===== src/rtl/ps2_rx_fifo.sv =====
// PS/2 device-to-host receiver: synchroniser, framing with parity/stop/watchdog
// checks, and a show-ahead byte FIFO drained by a valid/ready consumer.
module ps2_rx_fifo #(
    parameter int SYNC_STAGES    = 2,
    parameter int FIFO_DEPTH     = 8,
    parameter int TIMEOUT_CYCLES = 50000,
    parameter int CNT_W          = 8
) (
    input  logic                          clk,
    input  logic                          i_rst_n,
    input  logic                          i_sclr,
    input  logic                          i_ps2_clk,
    input  logic                          i_ps2_dat,
    output logic [7:0]                    o_data,
    output logic                          o_valid,
    input  logic                          i_ready,
    output logic [$clog2(FIFO_DEPTH):0]   o_level,
    output logic [CNT_W-1:0]              o_frame_cnt,
    output logic [CNT_W-1:0]              o_err_cnt,
    output logic                          o_parity_err,
    output logic                          o_frame_err,
    output logic                          o_overflow
);

    localparam int AW   = $clog2(FIFO_DEPTH);
    localparam int WD_W = $clog2(TIMEOUT_CYCLES + 1);
    localparam logic [WD_W-1:0] WD_LAST = WD_W'(TIMEOUT_CYCLES - 1);

    typedef enum logic [1:0] {IDLE, DATA, PARITY, STOP} state_t;

    logic [SYNC_STAGES-1:0] csync_q;
    logic [SYNC_STAGES-1:0] dsync_q;
    logic                   cprev_q;
    logic                   clk_s;
    logic                   dat_s;
    logic                   fall;

    state_t                 state_q, state_d;
    logic [2:0]             idx_q, idx_d;
    logic [7:0]             sh_q, sh_d;
    logic                   par_q, par_d;
    logic [WD_W-1:0]        wd_q, wd_d;
    logic                   push_d, perr_d, ferr_d;

    logic                   push_q;
    logic [7:0]             pdata_q;
    logic                   perr_q, ferr_q;
    logic [CNT_W-1:0]       fcnt_q, ecnt_q;
    logic                   ovf_q;

    logic [7:0]             mem [FIFO_DEPTH];
    logic [AW-1:0]          wptr_q, rptr_q;
    logic [AW:0]            count_q;
    logic                   full;
    logic                   pop;
    logic                   wr;

    assign clk_s = csync_q[SYNC_STAGES-1];
    assign dat_s = dsync_q[SYNC_STAGES-1];
    assign fall  = cprev_q & ~clk_s;

    // Synchronisers idle high like the bus, so reset never fakes an edge
    always_ff @(posedge clk or negedge i_rst_n) begin
        if (!i_rst_n) begin
            csync_q <= '1;
            dsync_q <= '1;
            cprev_q <= 1'b1;
        end else if (i_sclr) begin
            csync_q <= '1;
            dsync_q <= '1;
            cprev_q <= 1'b1;
        end else begin
            csync_q <= {csync_q[SYNC_STAGES-2:0], i_ps2_clk};
            dsync_q <= {dsync_q[SYNC_STAGES-2:0], i_ps2_dat};
            cprev_q <= clk_s;
        end
    end

    always_comb begin
        state_d = state_q;
        idx_d   = idx_q;
        sh_d    = sh_q;
        par_d   = par_q;
        wd_d    = wd_q;
        push_d  = 1'b0;
        perr_d  = 1'b0;
        ferr_d  = 1'b0;
        if (fall) begin
            wd_d = '0;
            unique case (state_q)
                IDLE: begin
                    if (!dat_s) begin
                        state_d = DATA;
                        idx_d   = 3'd0;
                    end
                end
                DATA: begin
                    sh_d  = {dat_s, sh_q[7:1]};
                    idx_d = idx_q + 3'd1;
                    if (idx_q == 3'd7) state_d = PARITY;
                end
                PARITY: begin
                    par_d   = dat_s;
                    state_d = STOP;
                end
                STOP: begin
                    state_d = IDLE;
                    if (!dat_s)             ferr_d = 1'b1;
                    else if (^{sh_q, par_q}) push_d = 1'b1;
                    else                    perr_d = 1'b1;
                end
                default: state_d = IDLE;
            endcase
        end else if (state_q != IDLE) begin
            if (wd_q == WD_LAST) begin
                state_d = IDLE;
                ferr_d  = 1'b1;
                wd_d    = '0;
            end else begin
                wd_d = wd_q + WD_W'(1);
            end
        end
    end

    always_ff @(posedge clk or negedge i_rst_n) begin
        if (!i_rst_n) begin
            state_q <= IDLE;
            idx_q   <= '0;
            sh_q    <= '0;
            par_q   <= 1'b0;
            wd_q    <= '0;
            push_q  <= 1'b0;
            pdata_q <= '0;
            perr_q  <= 1'b0;
            ferr_q  <= 1'b0;
            ecnt_q  <= '0;
        end else if (i_sclr) begin
            state_q <= IDLE;
            idx_q   <= '0;
            sh_q    <= '0;
            par_q   <= 1'b0;
            wd_q    <= '0;
            push_q  <= 1'b0;
            pdata_q <= '0;
            perr_q  <= 1'b0;
            ferr_q  <= 1'b0;
            ecnt_q  <= '0;
        end else begin
            state_q <= state_d;
            idx_q   <= idx_d;
            sh_q    <= sh_d;
            par_q   <= par_d;
            wd_q    <= wd_d;
            push_q  <= push_d;
            pdata_q <= sh_q;
            perr_q  <= perr_d;
            ferr_q  <= ferr_d;
            ecnt_q  <= ecnt_q + CNT_W'(perr_d | ferr_d);
        end
    end

    assign full = (count_q == (AW+1)'(FIFO_DEPTH));
    assign pop  = o_valid & i_ready;
    // A full FIFO still accepts a byte when a pop frees a slot in the same cycle
    assign wr   = push_q & (~full | pop);

    always_ff @(posedge clk) begin
        if (wr) mem[wptr_q] <= pdata_q;
    end

    always_ff @(posedge clk or negedge i_rst_n) begin
        if (!i_rst_n) begin
            wptr_q  <= '0;
            rptr_q  <= '0;
            count_q <= '0;
            fcnt_q  <= '0;
            ovf_q   <= 1'b0;
        end else if (i_sclr) begin
            wptr_q  <= '0;
            rptr_q  <= '0;
            count_q <= '0;
            fcnt_q  <= '0;
            ovf_q   <= 1'b0;
        end else begin
            if (wr)  wptr_q <= wptr_q + AW'(1);
            if (pop) rptr_q <= rptr_q + AW'(1);
            unique case ({wr, pop})
                2'b10:   count_q <= count_q + (AW+1)'(1);
                2'b01:   count_q <= count_q - (AW+1)'(1);
                default: count_q <= count_q;
            endcase
            fcnt_q <= fcnt_q + CNT_W'(push_q);
            if (push_q & full & ~pop) ovf_q <= 1'b1;
        end
    end

    assign o_valid      = (count_q != '0);
    assign o_data       = o_valid ? mem[rptr_q] : 8'h00;
    assign o_level      = count_q;
    assign o_frame_cnt  = fcnt_q;
    assign o_err_cnt    = ecnt_q;
    assign o_parity_err = perr_q;
    assign o_frame_err  = ferr_q;
    assign o_overflow   = ovf_q;

endmodule

===== config.mk =====
export PLATFORM = sky130hd
export DESIGN_NAME = ps2_rx_fifo
export DESIGN_NICKNAME = d
export VERILOG_FILES = /design/src/rtl/ps2_rx_fifo.sv
export SDC_FILE = /design/constraint.sdc
export NUM_CORES = 1
export LEC_CHECK = 0
export CORE_MARGIN = 3
export CORE_UTILIZATION = 43
export CTS_CLUSTER_DIAMETER = 50
export DETAILED_ROUTE_END_ITERATION = 10
export GPL_TIMING_DRIVEN = 0
export SLEW_MARGIN = 20
export SYNTH_ARGS = -nofsm -noshare
export SYNTH_HDL_FRONTEND = slang
export SYNTH_SLANG_ARGS = --single-unit

===== constraint.sdc =====
create_clock -name clk -period 3.13 [get_ports clk]
set_input_delay 0.4695 -clock clk [delete_from_list [all_inputs] [get_ports clk]]
set_output_delay 0.4695 -clock clk [all_outputs]
set_load 0.01 [all_outputs]

==> summary.txt, run 1 <==
Setup path
  – Reg-to-reg startpoint: o_level[0]
  – Crit start category: flop
  – Worst Path Class, Setup: flop to output pin
  – CP top delay family: buffers and inverters
  – Critical path cell sequence: clkbuf_4 > buf_6 > mux4_2 > mux2i_1 > nor2_1 > clkdlybuf4s50_1
  – Critical R2R Capture: o_level[3]
  – WP buf/inv: 3
  – Worst Setup EP: o_data[5]
  – Reg2reg path depth: 8
  – Required time worst endpoint: about 2.7 ns
  – Slowest stage delay, CP: approximately 0.54 ns
  – Crit. End Element: output pin
  – Reg2reg setup slack: approximately 0.43 ns
  – Stages on worst setup path: 6
  – Worst-path fanout max: 10
  – Critical-path top delay cell: mux4_2
  – Critical Path Source: rptr_q[0]
  – Crit path DAT: 2.49 ns

Yosys
  – Synthesis-stage register bit count: about 140
  – Asr flop ratio synth: 53.3%
  – Largest family of logic cells by synthesized area: simple AND/OR/NAND/NOR gates
  – Synthesized area: 6060 um2
  – Compound-gate portion of the synthesized area: 4.40%
  – XOR/XNOR share of the synthesized area: around 5.4%
  – Number of synthesized flops with an enable pin: 64
  – Post-Synthesis Cells: 440
  – Ys flop type: dfrtp_1
  – Mux cell area share after synthesis: 9.07%
  – Syn_nets: 463
  – Post-synthesis adder-cell area fraction: 3.64%
  – Post-Synth Simple-Gate Area: 14.0%
  – Ys Warns: 0
  – Seq/Total Area, Yosys: 62.0%
  – Count of different cell masters after synthesis: 61
  – Syn Area/Cell: 13.8 um2

Route
  – Drt drc: 0
  – First-pass iteration count of the detailed router: 4
  – DRT antenna net count: 0
  – Avg WL per Cell: 16.3 um
  – Initial DRC Count: between 200 and 250
  – Vias: 3517
  – Drt total wl: 11.2 mm
  – Vias per inst: 5.13

Finish
  – Antenna cells: 0
  – Layout Cells excl Fill: 686
  – Fill count: 1125
  – Fraction of layout cells with a size suffix above 1: 17.3%
  – Register area: 3750 um2
  – Util after Layout: 53.8%
  – Area of the multi-input gates: 2220 um2
  – Nets: 520
  – Synth-to-layout area growth: 20.0%

Timing
  – Hold Slack: approximately 0.5 ns
  – Slew margin rel.: between 40 and 50%
  – Period utilisation layout: 94.7%
  – Highest clock rate: around 0.34 GHz
  – Fin. Hold Viols: 0
  – Max-slew violation count: 0
  – Period minus WS final: 2.96 ns
  – Least-Margin Pin Slew: around 0.81 ns
  – Clock Skew: 0.00914 ns
  – Final setup fails: 0
  – Setup WS post-layout: approximately 0.17 ns
  – RSZ-0062 raised after global routing: false

Placement
  – Gpl congestion: 0.807
  – Setup WS pre-CTS: 0.205 ns
  – DPL Wire Length: between 7 and 8 mm
  – Input/output buffers: 37
  – Inst Count DP: 654

Global route
  – Grt ovf: 0
  – Largest net degree at the start of global routing: 51
  – Vias in the first global route: between 3000 and 4000
  – Global-route wire length before repair: 19.4 mm
  – All-layer global routing usage: 15.8%
  – Initial antenna violation count: 0

Power and ir drop
  – Leakage: ~2.9 nW
  – Overall Power: 3.91 mW
  – Peak supply drop: about 340 uV
  – Power Density: 538 nW/um2

Clocking
  – CTS tree: yes
  – Cts bufs inserted: 17
  – Post-CTS Setup Repair Bufs: 0
  – Clk sinks: approximately 140
  – Clock Latency Late Sink: approximately 0.42 ns
  – H-tree levels: 4
  – Clock buffer depth: 2
  – Root buffer selected by CTS: clkbuf_16
  – Clock transition at path regs: approximately 0.06 ns

Die
  – Die H: 125 um
  – I/O Pins: 38
  – Core ar.: 13500 um2
  – DIE WIDTH: about 120 um
  – Die Footprint: 15500 um2
  – # rows: 42
  – Initial Util: 44.8%

Hold path
  – Hold depth: 2
  – Min-Delay Path Class: flop to flop

Run
  – MaxCap Viol Count: 0

Run status
  – Status: finished, final reports clean
-- per-layer routing --
| metal | track usage (%) | share of wire (%) |
|---|---|---|
| met1 | 21.1 | 47 |
| met2 | 25.0 | 48 |
| met3 | 4.50 | 3.3 |
| met4 | 5.42 | 1.2 |
| met5 | 0 | 0 |
-- cell families (layout without fill, tap and decap cells) --
logic type                 after synthesis  count (layout)
xor gates and xnor gates                36              36
adders and majority gates               17              17
DFF                                    137             137
buffers and inverters                   21              91
and+or+nand+nor                        158             158
muxes                                   34              34
AOI/OAI and AO/OA                       37              37
-- sequential cells by signal (all words and copies together), names as in the netlist, 3 cells and up --
register and cells:
wptr_q 3, o_frame_cnt 8, rptr_q 3, pdata_q 8, sh_q 8, mem 64, o_level 4, idx_q 3
o_err_cnt 8, wd_q 16
-- worst min path at each step --
stage	from	endpoint	slack (ns)
finish	o_overflow	o_overflow	0.49
global route	o_overflow	o_overflow	0.51
CTS	i_rst_n	idx_q[2]	0.49
detailed placement	i_rst_n	idx_q[0]	0.41
global placement	idx_q[1]	idx_q[1]	0.47
floorplan	i_rst_n	idx_q[0]	0.17
-- through the flow --
step,TNS [ns],cell area [um2]
4_1_cts,0,7260
5_1_grt,0,7270
3_3_place_gp,-70.70,6650
2_1_floorplan,0,6060
3_5_place_dp,0,6680
6_report,0,7270
-- worst min-delay path: stages (launching register included) --
cell and delay [ns]:
dfrtp_1 0.34, a31oi_1 0.04, nor2_1 0.07
-- cell type report --
type | instances | share of cell area [%]
Clock buffer | 20 | 6.29
Multi-Input combinational cell | 282 | 30.6
Tap cell | 176 | 3.03
Timing Repair Buffer | 39 | 5.58
Clock inverter | 12 | 1.58
Buffer | 14 | 0.947
Sequential cell | 137 | 51.7
Inverter | 6 | 0.310
-- repair_timing --
item                                   in CTS  in global routing
hold buffers                                1                  0
setup endpoints to repair                   7                  8
gates resized for setup                     1                  1
endpoints found under the hold margin      23                  0
-- power by group --
part	internal [mW]	total, mW	switching (mW)
clock network	1.14	1.90	0.761
logic	0.0377	0.102	0.0647
registers	1.89	1.91	0.0122
-- Yosys cell counts (all sizes together), types with 7 or more instances --
cell type | instances | area, um2
xnor2 | 16 | 140
edfxtp | 64 | 1920
buf | 11 | 51.3
mux2i | 11 | 110
o21ai | 8 | 43.8
nor3 | 8 | 45.0
nand2b | 8 | 50.1
nor2 | 52 | 198
dfrtp | 68 | 1700
a21oi | 10 | 65.1
and3 | 7 | 43.8
nand3 | 17 | 90.1
ha | 16 | 200
xor2 | 19 | 166
nor2b | 14 | 87.6
mux2 | 7 | 78.8
nand2 | 27 | 101
mux4 | 16 | 360
-- placed cells by master (no fill, tap or decap), types with 11 or more instances in the layout --
cell type	count
clkdlybuf4s50_1	36
nand3_1	16
mux2i_1	11
xnor2_1	16
xor2_1	19
nor2_1	51
ha_1	16
dfrtp_1	68
nor2b_1	14
clkbuf_16	17
nand2_1	27
edfxtp_1	64
mux4_2	16
Power figures use the tool's default switching activity.
==> run 2: changes to the inputs <==
--- a/config.mk
+++ b/config.mk
@@ -5,7 +5,7 @@
 export SDC_FILE = /design/constraint.sdc
 export NUM_CORES = 1
 export LEC_CHECK = 0
-export CORE_MARGIN = 3
+export CAP_MARGIN = 5
 export CORE_UTILIZATION = 43
 export CTS_CLUSTER_DIAMETER = 50
 export DETAILED_ROUTE_END_ITERATION = 10
==> run 2 against run 1 <==
  * Hold slack worse by 0.010 ns
  * Count of clock-buffer cells in the layout down 2
  * Critical path depth is the same
  * Highest routed layer unchanged
  * Critical path type unchanged
  * Critical endpoint is now o_data[0]
  * Combinational power is essentially flat
==> summary.txt, run 2 (synthesis results as in run 1) <==
Timing
  – Period minus WS final: 2.95 ns (-0.0131 ns)
  – Max-slew violation count: 0 (unchanged)
  – Highest clock rate: 0.339 GHz (+0.44%)
  – RSZ-0062 raised after global routing: false
  – Slew margin rel.: 48.9% (+2.9 points)
  – Clock Skew: 0.00871 ns (-0.000432 ns)
  – Final setup fails: 0 (unchanged)
  – Least-Margin Pin Slew: 0.764 ns (-0.0433 ns)
  – Period utilisation layout: 94.2% (-0.42 points)
  – Setup WS post-layout: 0.180 ns (+0.0131 ns)
  – Hold Slack: 0.484 ns (-0.0105 ns)
  – Fin. Hold Viols: 0 (unchanged)

Clocking
  – Cts bufs inserted: 17 (unchanged)
  – Clock transition at path regs: 0.06 ns (about the same)
  – Clk sinks: 137 (unchanged)
  – Clock buffer depth: 2 (unchanged)
  – Root buffer selected by CTS: clkbuf_16
  – Post-CTS Setup Repair Bufs: 0 (unchanged)
  – H-tree levels: 4 (unchanged)
  – Clock Latency Late Sink: 0.42 ns (about the same)
  – CTS tree: yes

Route
  – Drt total wl: 11.0 mm (-1.4%)
  – First-pass iteration count of the detailed router: 5 (+1)
  – Vias: 3581 (+1.8%)
  – M1 wire length: 5.21 mm (-1.5%)
  – DRT antenna net count: 0 (unchanged)
  – Vias per inst: 5.22 (+1.8%)
  – Drt drc: 0 (unchanged)
  – Met2 wire length: 5.36 mm (-0.72%)
  – Initial DRC Count: 131 (-46%)
  – Routed wl met3: 304 um (-18%)
  – Avg WL per Cell: 16.1 um (-1.4%)
  – Highest Signal Layer: met4

Power and ir drop
  – Power Density: 540 nW/um2 (+0.31%)
  – Peak supply drop: 262 uV (-24%)
  – Leakage: 2.85 nW (about the same)

Finish
  – Util after Layout: 53.8% (about the same)
  – Fill count: 1114 (-0.98%)
  – Most common cell after layout, fill and taps aside: dfrtp_1
  – Reg with most FFs: mem
  – Synth-to-layout area growth: 20.0% (about the same)
  – Top flop regs: mem: 64 flops, wd_q: 16 flops
  – Nets: 520 (unchanged)
  – Most frequent cells in the layout: 68 x dfrtp_1, 64 x edfxtp_1, 51 x nor2_1
  – Antenna cells: 0 (unchanged)
  – Fraction of layout cells with a size suffix above 1: 17.6% (+0.39 points)
  – Max FFs per register: 64 (unchanged)

Placement
  – Gpl congestion: 0.776 (-3.8%)
  – DPL Wire Length: 7.52 mm (-2.3%)
  – Input/output buffers: 37 (unchanged)
  – Setup WS pre-CTS: 0.198 ns (-0.00710 ns)

Setup path
  – Crit start category: flop
  – Required time worst endpoint: 2.66 ns (about the same)
  – Crit path DAT: 2.48 ns (about the same)
  – Crit. End Element: output pin
  – Worst-path fanout max: 10 (unchanged)
  – Worst Path Class, Setup: flop to output pin

Global route
  – Largest net degree at the start of global routing: 53 (+3.9%)
  – Initial antenna violation count: 0 (unchanged)
  – Grt ovf: 0 (unchanged)
  – Global-route wire length before repair: 18.5 mm (-4.9%)
  – All-layer global routing usage: 17.0% (+1.2 points)
  – Vias in the first global route: 3609 (-2.2%)

Die
  – DIE WIDTH: 121 um (-3.2%)
  – Die Footprint: 14600 um2 (-6.3%)
  – I/O Pins: 38 (unchanged)
  – Initial Util: 44.8% (unchanged)
  – Core ar.: 13500 um2 (unchanged)
  – Die H: 121 um (-3.2%)
  – # rows: 42 (unchanged)

Run
  – MaxCap Viol Count: 0 (unchanged)

Run status
  – Status: finished, final reports clean

Hold path
  – Min-Delay Path Class: input pin to asynchronous set/reset pin
-- run 2: changes by cell type in the layout (fill, tap and decap cells not counted), sizes merged --
cell / delta
clkinvlp: +1
clkbuf: -3
buf: +1
clkinv: -2
inv: +3
-- run 2: final cells by class --
type	count	area (um2)	share of cell area (%)
Buffer	14	68.8	0.947
Inverter	6	22.5	0.310
Sequential cell	137	3750	51.7
Multi-Input combinational cell	282	2220	30.6
Clock inverter	14	136	1.88
Timing Repair Buffer	39	405	5.58
Tap cell	176	220	3.03
Clock buffer	18	439	6.04
-- run 2: path summary, 6_finish.rpt --
kind,slack (ns),to,depth (start not counted),from
setup / recovery,0.18,o_data[0],6,rptr_q[0]
setup reg to reg,0.46,o_level[3],8,o_level[0]
min in group clk,0.50,idx_q[1],2,idx_q[1]
hold / removal,0.48,idx_q[0],2,i_rst_n
max in group asynchronous,2.02,csync_q[1],3,i_rst_n
hold reg to reg,0.50,idx_q[1],2,idx_q[1]
-- run 2: routing by layer --
layer | vias up | global-route usage, %
li1 | 1711 | -
met3 | 14 | 4.58
met1 | 1807 | 21.9
met4 | 0 | 6.94
met5 | - | 0
met2 | 49 | 27.3
-- run 2: worst max-delay path, stage by stage, from the launching register on --
cell and delay [ns]:
dfrtp_1 0.36, buf_4 0.22, buf_6 0.22, mux4_2 0.56
mux2i_1 0.14, nor2_1 0.06, clkdlybuf4s50_1 0.50
-- run 2: repair_timing --
action | 4_1_cts | 5_1_grt
setup endpoints to repair | 8 | 8
endpoints found under the hold margin | 21 | 0
hold buffers | 1 | 0
gates resized for setup | 1 | 2
-- run 2: report_power, final --
part	internal [mW]	switching, mW
Combinational	0.0376	0.0641
Sequential	1.89	0.0124
Clock	1.13	0.788
-- run 2: metrics by stage --
| stage | cell area [um2] | cells | power [mW] | TNS [ns] |
|---|---|---|---|---|
| 2_1_floorplan | 6060 | 440 | 1.99 | 0 |
| 3_3_place_gp | 6650 | 653 | 2.04 | -70.16 |
| 3_5_place_dp | 6680 | 654 | 2.04 | 0 |
| 4_1_cts | 7270 | 686 | 3.98 | 0 |
| 5_1_grt | 7270 | 686 | 4.06 | 0 |
| 6_report | 7270 | 686 | 3.92 | 0 |
